<file path="config.mk">
export PLATFORM = sky130hd
export DESIGN_NAME = rca_word_sched_flat
export DESIGN_NICKNAME = d
export VERILOG_FILES = /design/src/rtl/rca_word_sched_if.sv /design/src/rtl/rca_word_sched.sv /design/src/flat_wrapper.sv
export SDC_FILE = /design/constraint.sdc
export NUM_CORES = 1
export LEC_CHECK = 0
export ABC_AREA = 1
export ABC_CLOCK_PERIOD_IN_PS = 2260
export CAP_MARGIN = 30
export CORE_MARGIN = 2
export CORE_UTILIZATION = 40
export DETAILED_ROUTE_END_ITERATION = 6
export PLACE_DENSITY = 0.73
export SYNTH_ARGS = -nofsm -noshare
export SYNTH_HDL_FRONTEND = slang
export SYNTH_SLANG_ARGS = --single-unit
</file>
<file path="constraint.sdc">
create_clock -name clk -period 2.26 [get_ports clk]
set_input_delay 0.565 -clock clk [delete_from_list [all_inputs] [get_ports clk]]
set_output_delay 0.565 -clock clk [all_outputs]
set_load 0.03 [all_outputs]
</file>
<file path="src/rtl/rca_word_sched_if.sv">
// Bundle of request, response and RCA-side signals for rca_word_sched.
// The slave modport is the sequencer's view; the master modport is the
// environment (requesters, consumer and the external 4-bit adder).
interface rca_word_sched_if #(
    parameter int NIBBLES = 4
);
    localparam int W = 4 * NIBBLES;

    logic         req0_valid;
    logic         req0_ready;
    logic [W-1:0] req0_a;
    logic [W-1:0] req0_b;
    logic         req0_sub;

    logic         req1_valid;
    logic         req1_ready;
    logic [W-1:0] req1_a;
    logic [W-1:0] req1_b;
    logic         req1_sub;

    logic         rsp_valid;
    logic         rsp_ready;
    logic         rsp_id;
    logic [W-1:0] rsp_sum;
    logic         rsp_cout;
    logic         rsp_ovf;

    logic [3:0]   rca_a;
    logic [3:0]   rca_b;
    logic         rca_cin;
    logic [3:0]   rca_s;
    logic         rca_cout;

    logic         busy;

    modport slave (
        input  req0_valid, req0_a, req0_b, req0_sub,
        output req0_ready,
        input  req1_valid, req1_a, req1_b, req1_sub,
        output req1_ready,
        output rsp_valid, rsp_id, rsp_sum, rsp_cout, rsp_ovf,
        input  rsp_ready,
        output rca_a, rca_b, rca_cin,
        input  rca_s, rca_cout,
        output busy
    );

    modport master (
        output req0_valid, req0_a, req0_b, req0_sub,
        input  req0_ready,
        output req1_valid, req1_a, req1_b, req1_sub,
        input  req1_ready,
        input  rsp_valid, rsp_id, rsp_sum, rsp_cout, rsp_ovf,
        output rsp_ready,
        input  rca_a, rca_b, rca_cin,
        output rca_s, rca_cout,
        input  busy
    );
endinterface

</file>
<file path="src/rtl/rca_word_sched.sv">
// Round-robin sequencer for a shared external 4-bit ripple-carry adder.
// Accepts one W-bit add/sub from either requester, streams it LSB nibble
// first through the adder with a registered carry, and holds the result
// (sum, carry-out, signed overflow) on a valid/ready response channel.
module rca_word_sched #(
    parameter int NIBBLES = 4
) (
    input  logic          clk,
    input  logic          rst,
    rca_word_sched_if.slave bus
);
    localparam int W  = 4 * NIBBLES;
    localparam int IW = $clog2(NIBBLES);
    localparam logic [IW-1:0] LAST_IDX = IW'(NIBBLES - 1);

    typedef enum logic [1:0] {IDLE, RUN, RESP} state_t;

    state_t        state;
    logic [IW-1:0] idx;
    logic          carry_reg;
    logic [W-1:0]  sum_reg;
    logic [W-1:0]  a_reg;
    logic [W-1:0]  b_reg;
    logic          sub_reg;
    logic          id_reg;
    logic          last_grant;
    logic          rsp_valid_r;
    logic          rsp_cout_r;
    logic          rsp_ovf_r;
    logic          busy_r;
    logic          grant0;
    logic          grant1;

    // Two's-complement overflow: like-signed operands producing a result of
    // the other sign. b_msb is the effective (possibly inverted) operand MSB.
    function automatic logic ovf_calc(input logic a_msb, input logic b_msb,
                                      input logic s_msb);
        return (a_msb == b_msb) && (s_msb != a_msb);
    endfunction

    // Arbitration: only in IDLE and never while reset is asserted; on a tie
    // the requester that did not win last time is granted.
    always_comb begin
        grant0 = 1'b0;
        grant1 = 1'b0;
        if (state == IDLE && !rst) begin
            if (bus.req0_valid && bus.req1_valid) begin
                grant0 = last_grant;
                grant1 = !last_grant;
            end else begin
                grant0 = bus.req0_valid;
                grant1 = bus.req1_valid;
            end
        end
    end

    // Control FSM: accept, step through nibbles, hold the response.
    always_ff @(posedge clk or posedge rst) begin
        if (rst) begin
            state       <= IDLE;
            idx         <= '0;
            carry_reg   <= 1'b0;
            sum_reg     <= '0;
            last_grant  <= 1'b1;
            id_reg      <= 1'b0;
            rsp_valid_r <= 1'b0;
            rsp_cout_r  <= 1'b0;
            rsp_ovf_r   <= 1'b0;
            busy_r      <= 1'b0;
        end else begin
            case (state)
                IDLE: begin
                    if (grant0 || grant1) begin
                        id_reg     <= grant1;
                        last_grant <= grant1;
                        carry_reg  <= grant1 ? bus.req1_sub : bus.req0_sub;
                        idx        <= '0;
                        busy_r     <= 1'b1;
                        state      <= RUN;
                    end
                end
                RUN: begin
                    sum_reg[4*idx +: 4] <= bus.rca_s;
                    carry_reg           <= bus.rca_cout;
                    if (idx == LAST_IDX) begin
                        rsp_valid_r <= 1'b1;
                        rsp_cout_r  <= bus.rca_cout;
                        rsp_ovf_r   <= ovf_calc(a_reg[W-1], b_reg[W-1] ^ sub_reg,
                                                bus.rca_s[3]);
                        state       <= RESP;
                    end else begin
                        idx <= idx + 1'b1;
                    end
                end
                RESP: begin
                    if (bus.rsp_ready) begin
                        rsp_valid_r <= 1'b0;
                        busy_r      <= 1'b0;
                        state       <= IDLE;
                    end
                end
                default: state <= IDLE;
            endcase
        end
    end

    // Operand capture on the acceptance edge; held until the next grant.
    always_ff @(posedge clk) begin
        if (grant0 || grant1) begin
            a_reg   <= grant1 ? bus.req1_a   : bus.req0_a;
            b_reg   <= grant1 ? bus.req1_b   : bus.req0_b;
            sub_reg <= grant1 ? bus.req1_sub : bus.req0_sub;
        end
    end

    // Adder drive: current nibble in RUN (B inverted for subtract), else 0.
    always_comb begin
        bus.rca_a   = 4'h0;
        bus.rca_b   = 4'h0;
        bus.rca_cin = 1'b0;
        if (state == RUN) begin
            bus.rca_a   = a_reg[4*idx +: 4];
            bus.rca_b   = b_reg[4*idx +: 4] ^ {4{sub_reg}};
            bus.rca_cin = carry_reg;
        end
    end

    assign bus.req0_ready = grant0;
    assign bus.req1_ready = grant1;
    assign bus.rsp_valid  = rsp_valid_r;
    assign bus.rsp_id     = id_reg;
    assign bus.rsp_sum    = sum_reg;
    assign bus.rsp_cout   = rsp_cout_r;
    assign bus.rsp_ovf    = rsp_ovf_r;
    assign bus.busy       = busy_r;

endmodule

</file>
<file path="src/flat_wrapper.sv">
// flat-port wrapper written by rule: the top's interface ports become plain ports
module rca_word_sched_flat 
#(
    parameter int NIBBLES = 4
)
  (clk, rst, bus_req0_valid, bus_req0_a, bus_req0_b, bus_req0_sub, bus_req0_ready, bus_req1_valid, bus_req1_a, bus_req1_b, bus_req1_sub, bus_req1_ready, bus_rsp_valid, bus_rsp_id, bus_rsp_sum, bus_rsp_cout, bus_rsp_ovf, bus_rsp_ready, bus_rca_a, bus_rca_b, bus_rca_cin, bus_rca_s, bus_rca_cout, bus_busy);
  rca_word_sched_if #(.NIBBLES(NIBBLES)) bus_i ();
  input  logic clk;
  input  logic rst;
  input wire logic [$bits(bus_i.req0_valid)-1:0] bus_req0_valid;
  input wire logic [$bits(bus_i.req0_a)-1:0] bus_req0_a;
  input wire logic [$bits(bus_i.req0_b)-1:0] bus_req0_b;
  input wire logic [$bits(bus_i.req0_sub)-1:0] bus_req0_sub;
  output wire logic [$bits(bus_i.req0_ready)-1:0] bus_req0_ready;
  input wire logic [$bits(bus_i.req1_valid)-1:0] bus_req1_valid;
  input wire logic [$bits(bus_i.req1_a)-1:0] bus_req1_a;
  input wire logic [$bits(bus_i.req1_b)-1:0] bus_req1_b;
  input wire logic [$bits(bus_i.req1_sub)-1:0] bus_req1_sub;
  output wire logic [$bits(bus_i.req1_ready)-1:0] bus_req1_ready;
  output wire logic [$bits(bus_i.rsp_valid)-1:0] bus_rsp_valid;
  output wire logic [$bits(bus_i.rsp_id)-1:0] bus_rsp_id;
  output wire logic [$bits(bus_i.rsp_sum)-1:0] bus_rsp_sum;
  output wire logic [$bits(bus_i.rsp_cout)-1:0] bus_rsp_cout;
  output wire logic [$bits(bus_i.rsp_ovf)-1:0] bus_rsp_ovf;
  input wire logic [$bits(bus_i.rsp_ready)-1:0] bus_rsp_ready;
  output wire logic [$bits(bus_i.rca_a)-1:0] bus_rca_a;
  output wire logic [$bits(bus_i.rca_b)-1:0] bus_rca_b;
  output wire logic [$bits(bus_i.rca_cin)-1:0] bus_rca_cin;
  input wire logic [$bits(bus_i.rca_s)-1:0] bus_rca_s;
  input wire logic [$bits(bus_i.rca_cout)-1:0] bus_rca_cout;
  output wire logic [$bits(bus_i.busy)-1:0] bus_busy;
  assign bus_i.req0_valid = bus_req0_valid;
  assign bus_i.req0_a = bus_req0_a;
  assign bus_i.req0_b = bus_req0_b;
  assign bus_i.req0_sub = bus_req0_sub;
  assign bus_req0_ready = bus_i.req0_ready;
  assign bus_i.req1_valid = bus_req1_valid;
  assign bus_i.req1_a = bus_req1_a;
  assign bus_i.req1_b = bus_req1_b;
  assign bus_i.req1_sub = bus_req1_sub;
  assign bus_req1_ready = bus_i.req1_ready;
  assign bus_rsp_valid = bus_i.rsp_valid;
  assign bus_rsp_id = bus_i.rsp_id;
  assign bus_rsp_sum = bus_i.rsp_sum;
  assign bus_rsp_cout = bus_i.rsp_cout;
  assign bus_rsp_ovf = bus_i.rsp_ovf;
  assign bus_i.rsp_ready = bus_rsp_ready;
  assign bus_rca_a = bus_i.rca_a;
  assign bus_rca_b = bus_i.rca_b;
  assign bus_rca_cin = bus_i.rca_cin;
  assign bus_i.rca_s = bus_rca_s;
  assign bus_i.rca_cout = bus_rca_cout;
  assign bus_busy = bus_i.busy;
  rca_word_sched #(.NIBBLES(NIBBLES)) u_core (.clk(clk), .rst(rst), .bus(bus_i));
endmodule
</file>
# Word level (Yosys, flattened, before mapping)
# Index checks and enable logic that the tools add are counted.
# Widths: inputs -> output; s select.
# op_classes
n_reduce_logical,17
n_eq_ne,9
shifts,4
bitwise_logic,2
add_sub_neg,2
mux,25
# op_table
cell,count
$neg 4->34,1
$shift 4x34->16 const A,1
$shiftx 4x34->16,1
$mux 16,2
$shiftx 16x5->4,2
$bwmux 16,1
$reduce_and 3->1,4
$mux 1,10
$mux 2,5
$mux 4,2
$ne 2x2->1 const B,3
$pmux 1 s2,3
$pmux 2 s3,1
$reduce_and 2->1,3
$reduce_bool 2->1,3
$eq 2x2->1 const B,2
$pmux 2 s2,1
$xor 4x4->4,1
$logic_and 1x1->1,3
$add 2x1->2 const B,1
$eq 2x1->1 const B,1
$logic_not 1->1,2
$logic_not 2->1,1
$ne 2x1->1 const B,1
4 further kinds,4
# word_totals
inputBits,76
output_inout_bits,32
register_bits,60

# Logic depth before layout (Yosys ltp)
# Gate-level depths: netlist (run 1).
# logic_depth
depth_word,6
mapped_depth,9

# Least setup slack after synthesis (run 1)
# Ideal clock, no wire load.
# synth_timing
path_kind,register to output
from,register u_core.idx[0]
to,output bus_rca_a[3]
t_arrival_ns,1.424
path_stages_with_launch,7
slack_ns,0.271
t_required_ns,1.695
cell_sequence,dfrtp_1 > buf_4 > buf_6 > nor2_1 > nor2_1 > o21ai_1 > a21oi_1
# synth_via
elab_chain_cells,2
# synth_lines
item,line,text
"start, declared",rca_word_sched.sv:19,logic [IW-1:0] idx;
"start signal, assigned",rca_word_sched.sv:92,idx <= idx + 1'b1;
$shiftx 16x5->4,rca_word_sched.sv:122,bus.rca_a = a_reg[4*idx +: 4];
$mux 4,rca_word_sched.sv:121,if (state == RUN) begin
"end, declared",flat_wrapper.sv:26,output wire logic [$bits(bus_i.rca_a)-1:0] bus_rca_a;
# No other way between the ends.

# Worst setup path after layout (run 1)
# layout_timing
from,register u_core.idx[0]
to,output bus_rca_b[2]
# layout_via
elab_chain_cells,3
# layout_lines
item,line,text
$shiftx 16x5->4,rca_word_sched.sv:123,bus.rca_b = b_reg[4*idx +: 4] ^ {4{sub_reg}};
$xor 4x4->4,rca_word_sched.sv:123,
$mux 4,rca_word_sched.sv:121,
"end, declared",flat_wrapper.sv:27,output wire logic [$bits(bus_i.rca_b)-1:0] bus_rca_b;
# No other way between the ends.

==> qor.csv, run 1 <==
stage;metric;value;unit
run_status;status;finished, final reports clean;
placement;dp_slack;0.0885;ns
logic_synthesis;yosysWarnings;0;
die;die_x;91.5;um
worst_setup_path;start_kind;flop;
sta;maxSlewHeadroom;78.3;%
global_route;grt_max_degree;33;
routing;detail_route.iter0.violations;121;
clocking;root_buffer;clkbuf_8;
sta;worst_slack;0.0194;ns
worst_setup_path;crit_family;flip-flops;
worst_setup_path;worstPathArrival;1.68;ns
logic_synthesis;ys_types;25;
global_route;grt-ovfl-total;0;
logic_synthesis;yosys.area.top_type;edfxtp_1;
routing;dr.pass1.iters;4;
sta;timing.fmax;446;MHz
global_route;met3_usage;4.56;%
logic_synthesis;synth_nets;442;
sta;setup_viol;0;
global_route;first_global_vias;2729;
sta;holdWs;0.482;ns
logic_synthesis;synth_top_area_share;32.4;%
logic_synthesis;synth-edff-count;33;
logic_synthesis;syn_area_per_cell;8.50;um^2
clocking;cts_buffers;9;
power_and_ir_drop;power.net_switching;2340;uW
routing;wl_per_cell;12.3;um
logic_synthesis;yosys-top-cells-count;nand2_1 (129), nor2_1 (44), o21ai_0 (39);
die;start_util;41.8;%
final_layout;fin_nets;568;
final_layout;fin_util;62.7;%
power_and_ir_drop;p_sw_share;42.5;%
logic_synthesis;syn_inst;360;
placement;placed_cells_incl_taps;563;
power_and_ir_drop;combPwrFrac;53.8;%
power_and_ir_drop;clkPwrFrac;14.8;%
power_and_ir_drop;vdd_drop_max;0.372;mV
global_route;antenna_found_initial;0;
clocking;clkLatencyLatePin;0.34;ns
sta;drv_slew;0;
placement;dpl.hpwl;5.43;mm
sta;finalHoldViolCount;0;
worst_setup_path;crit_buf_inv;3;
clocking;clock_sink_count;60;
routing;via_per_inst;4.70;
power_and_ir_drop;power.density;1200;nW/um^2
logic_synthesis;ys_top_cells_by_area;edfxtp_1 (32%), dfrtp_1 (21%), nand2_1 (16%);
worst_setup_path;crit_slowest_cell;dfrtp_2;
global_route;use_met1;20.8;%
routing;routed_wirelength;7.25;mm
logic_synthesis;synth_seq_cells;60;
logic_synthesis;postSynth.asyncResetShare;45.0;%
clocking;path_clk_slew;0.06;ns
final_layout;finish.instance_area;4590;um^2
sta;rsz0062_at_grt;yes;
placement;placed_area;4220;um^2
power_and_ir_drop;power.leakage;0.00206;uW
power_and_ir_drop;internal_power;3170;uW
clocking;cts_max_path_buffers;2;
placement;portBuffers;107;
die;die_area;8370;um^2
final_layout;syn2layout_area_growth;50.0;%
routing;dr_total_vias;2771;
worst_setup_path;crit_chain;buf_12 > buf_4 > nor2_2 > o21ai_1 > nand2_1 > nand2_1 > nor2_2 > buf_6;
clocking;cts_tree;yes;
worst_setup_path;path_max_fanout;8;
routing;drc_errors;0;
power_and_ir_drop;seqPwrFrac;31.4;%
clocking;htreeDepth;3;
sta;post-route-period-util;99.1;%
sta;finalClockSkew;0.00812;ns
die;ios;108;
logic_synthesis;synthFlopType;edfxtp_1;
final_layout;finalNonFillerCells;590;
die;coreArea;7330;um^2
routing;ant_nets;0;
logic_synthesis;synth_most_common_cell;nand2_1;
global_route;grt_use_met2;31.9;%
placement;place_congestion;0.850;
logic_synthesis;yosysSeqAreaShare;54.5;%
die;die_y;91.5;um
worst_setup_path;cp_slowest_stage_delay;0.47;ns
run;maxCapViolations;0;
final_layout;num_antenna_cells;0;
min_path;min_path_type;flop to flop;
worst_setup_path;required;1.69;ns
final_layout;drive_above_1_share;16.1;%
clocking;cts_hold_buf;0;
worst_setup_path;critPathCaptureType;output port;
global_route;grt_first_pass_wirelength;12.0;mm
sta;period_minus_slack;2.24;ns
global_route;grt-busiest-layer;met2;
global_route;grt_util_all_layers;18.1;%
logic_synthesis;syn_area;3060;um^2
worst_setup_path;critical_path_class;flop to output port;
sta;tightest_slew;0.324;ns
die;num_rows;31;
-- area by class of cell --
class,count,area (um^2)
fill,608,2740
sequential,60,1670
multi-input combinational,265,1270
clock inverter,2,10.0
tap,99,124
timing repair buffer,129,1280
inverter,21,86.3
clock buffer,14,153
-- worst register-to-register path, cell delays in order (launching register included) --
cell,delay (ns)
dfrtp_2,0.45
inv_4,0.07
buf_12,0.15
buf_4,0.14
ha_1,0.35
inv_1,0.08
nor2_1,0.23
nand4_1,0.14
nand2_1,0.08
-- cells in the final DEF, fill, tap and decap left out, types with 3 or more instances in the layout --
master	Yosys	final
a21oi_1	5	5
buf_12	0	3
buf_4	2	21
buf_6	7	3
clkbuf_1	2	4
clkbuf_2	0	3
clkbuf_8	0	10
clkdlybuf4s50_1	0	96
dfrtp_1	26	24
edfxtp_1	33	33
ha_1	6	6
inv_1	15	15
inv_2	6	3
inv_4	0	3
nand2_1	129	129
nand2_2	4	4
nand3_1	17	17
nand4_1	3	3
nor2_1	44	34
nor2_2	1	7
nor2_4	1	5
o21ai_0	39	33
o21ai_1	10	10
o21ai_2	0	5
-- metal layers --
metal  routed length [um]  vias up  share of wire (%)
met1                 3020     1221                 42
met4                  148        0                2.0
li1                     -     1427                  -
met2                 3620      104                 50
met3                  460       19                6.3
met5                    0        -                  0
-- power groups by stage --
stage | sequential, uW | combinational (uW) | clock (uW)
floorplan | 2010 | 1370 | 0
global route | 1780 | 3230 | 875
finish | 1730 | 2960 | 813
global placement | 1720 | 2600 | 0
detailed placement | 1730 | 2640 | 0
CTS | 1720 | 2820 | 826
-- per-stage QoR --
stage | TNS, ns | total power [uW]
after global placement | 0 | 4320
after global routing | -0.302 | 5880
after CTS | 0 | 5370
final | 0 | 5510
after floorplan | 0 | 3380
after detailed placement | 0 | 4370
-- kinds of logic (layout without fill, tap and decap cells) --
logic type	Yosys count	after routing	share of synthesized area, %
buf+inv	35	166	6.37
flops	60	60	54.5
fa+ha+maj	6	6	2.45
xor+xnor	1	1	0.286
compound gates	56	56	9.36
simple gates	202	202	27.1
-- what timing repair did --
action / 4_1_cts / 5_1_grt
buffers inserted: 8 / 2
gates cloned: 0 / 1
pin swaps: 5 / 12
endpoints found under the setup margin: 9 / 8
hold endpoints to repair: 0 / 0
gates resized for setup: 23 / 30
-- final timing paths --
path	from	endpoint	slack [ns]	depth (start not counted)
max	u_core.idx[0]	bus_rca_b[2]	0.02	8
min	u_core.bus.rsp_valid	u_core.bus.rsp_valid	0.48	2
max reg2reg	u_core.idx[0]	u_core.bus.rsp_sum[9]	0.51	8
min reg2reg	u_core.bus.rsp_valid	u_core.bus.rsp_valid	0.48	2
max in group asynchronous	rst	u_core.idx[1]	1.22	3
min in group asynchronous	rst	u_core.bus.rsp_id	0.50	2
No activity file was read; power rests on OpenSTA's default activity.
==> inputs of run 2 (changes only) <==
GPL_ROUTABILITY_DRIVEN = 1   (was default)
GPL_TIMING_DRIVEN = 0   (was default)
==> run 2 against run 1 <==
Against the previous run:
- utilization shrank 1.8 points
- cell count shrank 0.68%
- register-to-register slack lost 0.10 ns
- die area is the same
- cell area shrank 2.9%
- critical path depth grew 1
- hold slack lost 0.035 ns
- clock skew shrank 0.0017 ns
- clock power shrank 4.7%
- clock-buffer cell count shrank 1
- critical path type unchanged
- flip-flop and latch count is the same
==> qor.csv, run 2 (synthesis results as in run 1) <==
stage;metric;value;unit;change
global_route;first_global_vias;2589;;-5.1%
sta;period_minus_slack;2.19;ns;-0.0483 ns
worst_setup_path;worstReg2RegStart;u_core.state[0];;
placement;dpl.hpwl;5.41;mm;-0.49%
die;start_util;41.8;%;unchanged
sta;tightest_slew;0.811;ns;+0.486 ns
run_status;status;finished, final reports clean;;
global_route;grt_use_met2;29.3;%;-2.6 points
worst_setup_path;rrSetupSlack;0.41;ns;-0.10 ns
worst_setup_path;path_max_fanout;4;;-4
final_layout;layout_commonest_cell;nand2_1;;
clocking;htreeDepth;3;;unchanged
final_layout;syn2layout_area_growth;45.7;%;
clocking;clkLatencyLatePin;0.33;ns;about the same
sta;post-route-period-util;97.0;%;-2.1 points
min_path;min_path_type;input port to async pin;;
placement;place_congestion;0.878;;+3.3%
final_layout;drive_above_1_share;12.7;%;-3.4 points
final_layout;fin_nets;564;;-0.70%
final_layout;num_antenna_cells;0;;unchanged
final_layout;final_cell_mix;nand2_1 (129), clkdlybuf4s50_1 (94), nor2_1 (40);;
routing;wl_per_cell;12.1;um;-1.6%
clocking;cts_buffers;9;;unchanged
global_route;grt-ovfl-total;0;;unchanged
routing;drc_errors;0;;unchanged
worst_setup_path;reg2reg_depth;8;;unchanged
placement;portBuffers;107;;unchanged
worst_setup_path;start_kind;flop;;
worst_setup_path;critical_path_class;flop to output port;;
clocking;cts_tree;yes;;
worst_setup_path;worstPathArrival;1.63;ns;-0.05 ns
power_and_ir_drop;power.density;1160;nW/um^2;-3.2%
power_and_ir_drop;vdd_drop_max;0.371;mV;-0.35%
global_route;met3_usage;3.98;%;-0.58 points
routing;routed_wirelength;7.09;mm;-2.2%
power_and_ir_drop;finalPower;5180;uW;-6.0%
placement;placed_cells_incl_taps;567;;+0.71%
clocking;root_buffer;clkbuf_8;;
routing;ant_nets;0;;unchanged
global_route;grt_util_all_layers;17.4;%;-0.71 points
die;coreArea;7330;um^2;unchanged
worst_setup_path;critPathCaptureType;output port;;
global_route;grt-busiest-layer;met2;;
clocking;cts_max_path_buffers;2;;unchanged
die;die_area;8370;um^2;unchanged
die;die_x;91.5;um;unchanged
clocking;clock_sink_count;60;;unchanged
sta;drv_slew;0;;unchanged
die;num_rows;31;;unchanged
sta;setup_viol;0;;unchanged
power_and_ir_drop;power.leakage;0.00200;uW;-2.6%
sta;maxSlewHeadroom;45.8;%;-33 points
worst_setup_path;r2r-end;u_core.carry_reg;;
final_layout;finalNonFillerCells;586;;-0.68%
global_route;use_met1;20.9;%;+0.054 points
global_route;antenna_found_initial;0;;unchanged
routing;dr_total_vias;2728;;-1.6%
worst_setup_path;crit_slowest_cell;dfrtp_2;;
worst_setup_path;crit_chain;buf_4 > nor2_2 > nor2_1 > o21ai_0 > o21ai_1 > nand2_1 > nand2_1 > nor2_1 > buf_4;;
sta;rsz0062_at_grt;yes;;
run;maxCapViolations;0;;unchanged
sta;finalClockSkew;0.00637;ns;-0.00175 ns
clocking;path_clk_slew;0.06;ns;about the same
die;die_y;91.5;um;unchanged
global_route;grt_first_pass_wirelength;11.4;mm;-4.5%
sta;finalHoldViolCount;0;;unchanged
worst_setup_path;required;1.69;ns;about the same
worst_setup_path;cp_slowest_stage_delay;0.43;ns;-0.04 ns
routing;dr.pass1.iters;5;;+1
routing;detail_route.iter0.violations;76;;-37%
routing;via_per_inst;4.66;;-0.88%
sta;timing.fmax;456;MHz;+2.2%
die;ios;108;;unchanged
global_route;grt_max_degree;37;;+12%
## run 2: cell count changes in the layout (fill, tap and decap cells not counted), sizes merged
cell           delta
dlygate4sd2       +1
clkdlybuf4s50     -2
clkinv            +1
clkbuf            -2
buf               -3
clkdlybuf4s15     +1
## run 2: repair_timing
| action | in CTS | in global routing |
|---|---|---|
| hold buffers | 0 | 0 |
| gates resized for setup | 66 | 19 |
| buffers inserted | 3 | 1 |
| pin swaps | 2 | 3 |
| endpoints found under the setup margin | 11 | 11 |
| cloned | 0 | 0 |
## run 2: worst max-delay path, delay by kind of cell (launching register included)
kind | cells | cell delay, ns
flops | 1 | 0.43
simple gates | 5 | 0.35
buf+inv | 2 | 0.34
compound gates | 2 | 0.17
## run 2: metrics by stage
stage / util (%) / hold WS (ns) / setup slack [ns] / setup TNS, ns / cell area (um^2)
after global routing: 60.9 / 0.483 / -0.0460 / -0.148 / 4460
after global placement: 58.1 / 0.454 / -0.660 / -7.12 / 4260
after detailed placement: 58.4 / 0.462 / -0.668 / -8.26 / 4280
after floorplan: - / 0.475 / 0.271 / 0 / 3060
after CTS: 60.6 / 0.449 / 0.00187 / 0 / 4450
final: 60.9 / 0.447 / 0.0677 / 0 / 4460
## run 2: worst max path at each step
stage / from / to / slack [ns] / depth (start not counted)
3_5_place_dp: bus_req1_valid / bus_req1_ready / -0.67 / 7
3_3_place_gp: bus_req1_valid / bus_req1_ready / -0.66 / 7
4_1_cts: u_core.idx[1] / bus_rca_b[3] / 0.002 / 7
6_report: u_core.idx[0] / bus_rca_b[3] / 0.07 / 9
5_1_grt: u_core.idx[0] / bus_rca_b[0] / -0.05 / 9
2_1_floorplan: u_core.idx[0] / bus_rca_a[3] / 0.27 / 6
## run 2: layout make-up
| cell class | count | area (um^2) |
|---|---|---|
| fill | 657 | 2870 |
| sequential | 60 | 1670 |
| multi-input combinational | 265 | 1210 |
| timing repair buffer | 112 | 1100 |
| clock buffer | 13 | 139 |
| tap | 99 | 124 |
| buffer | 13 | 116 |
| inverter | 21 | 86.3 |
| clock inverter | 3 | 13.8 |
## run 2: power by group
group	switching [uW]	internal, uW
combinational	1680	1030
clock	384	392
sequential	155	1540
total	2210	2960
## run 2: layer usage
| metal | part of all wire, % | up-vias |
|---|---|---|
| met5 | 0 | - |
| met4 | 2.4 | 0 |
| met3 | 5.2 | 14 |
| met2 | 48 | 82 |
| met1 | 44 | 1211 |
| li1 | - | 1421 |
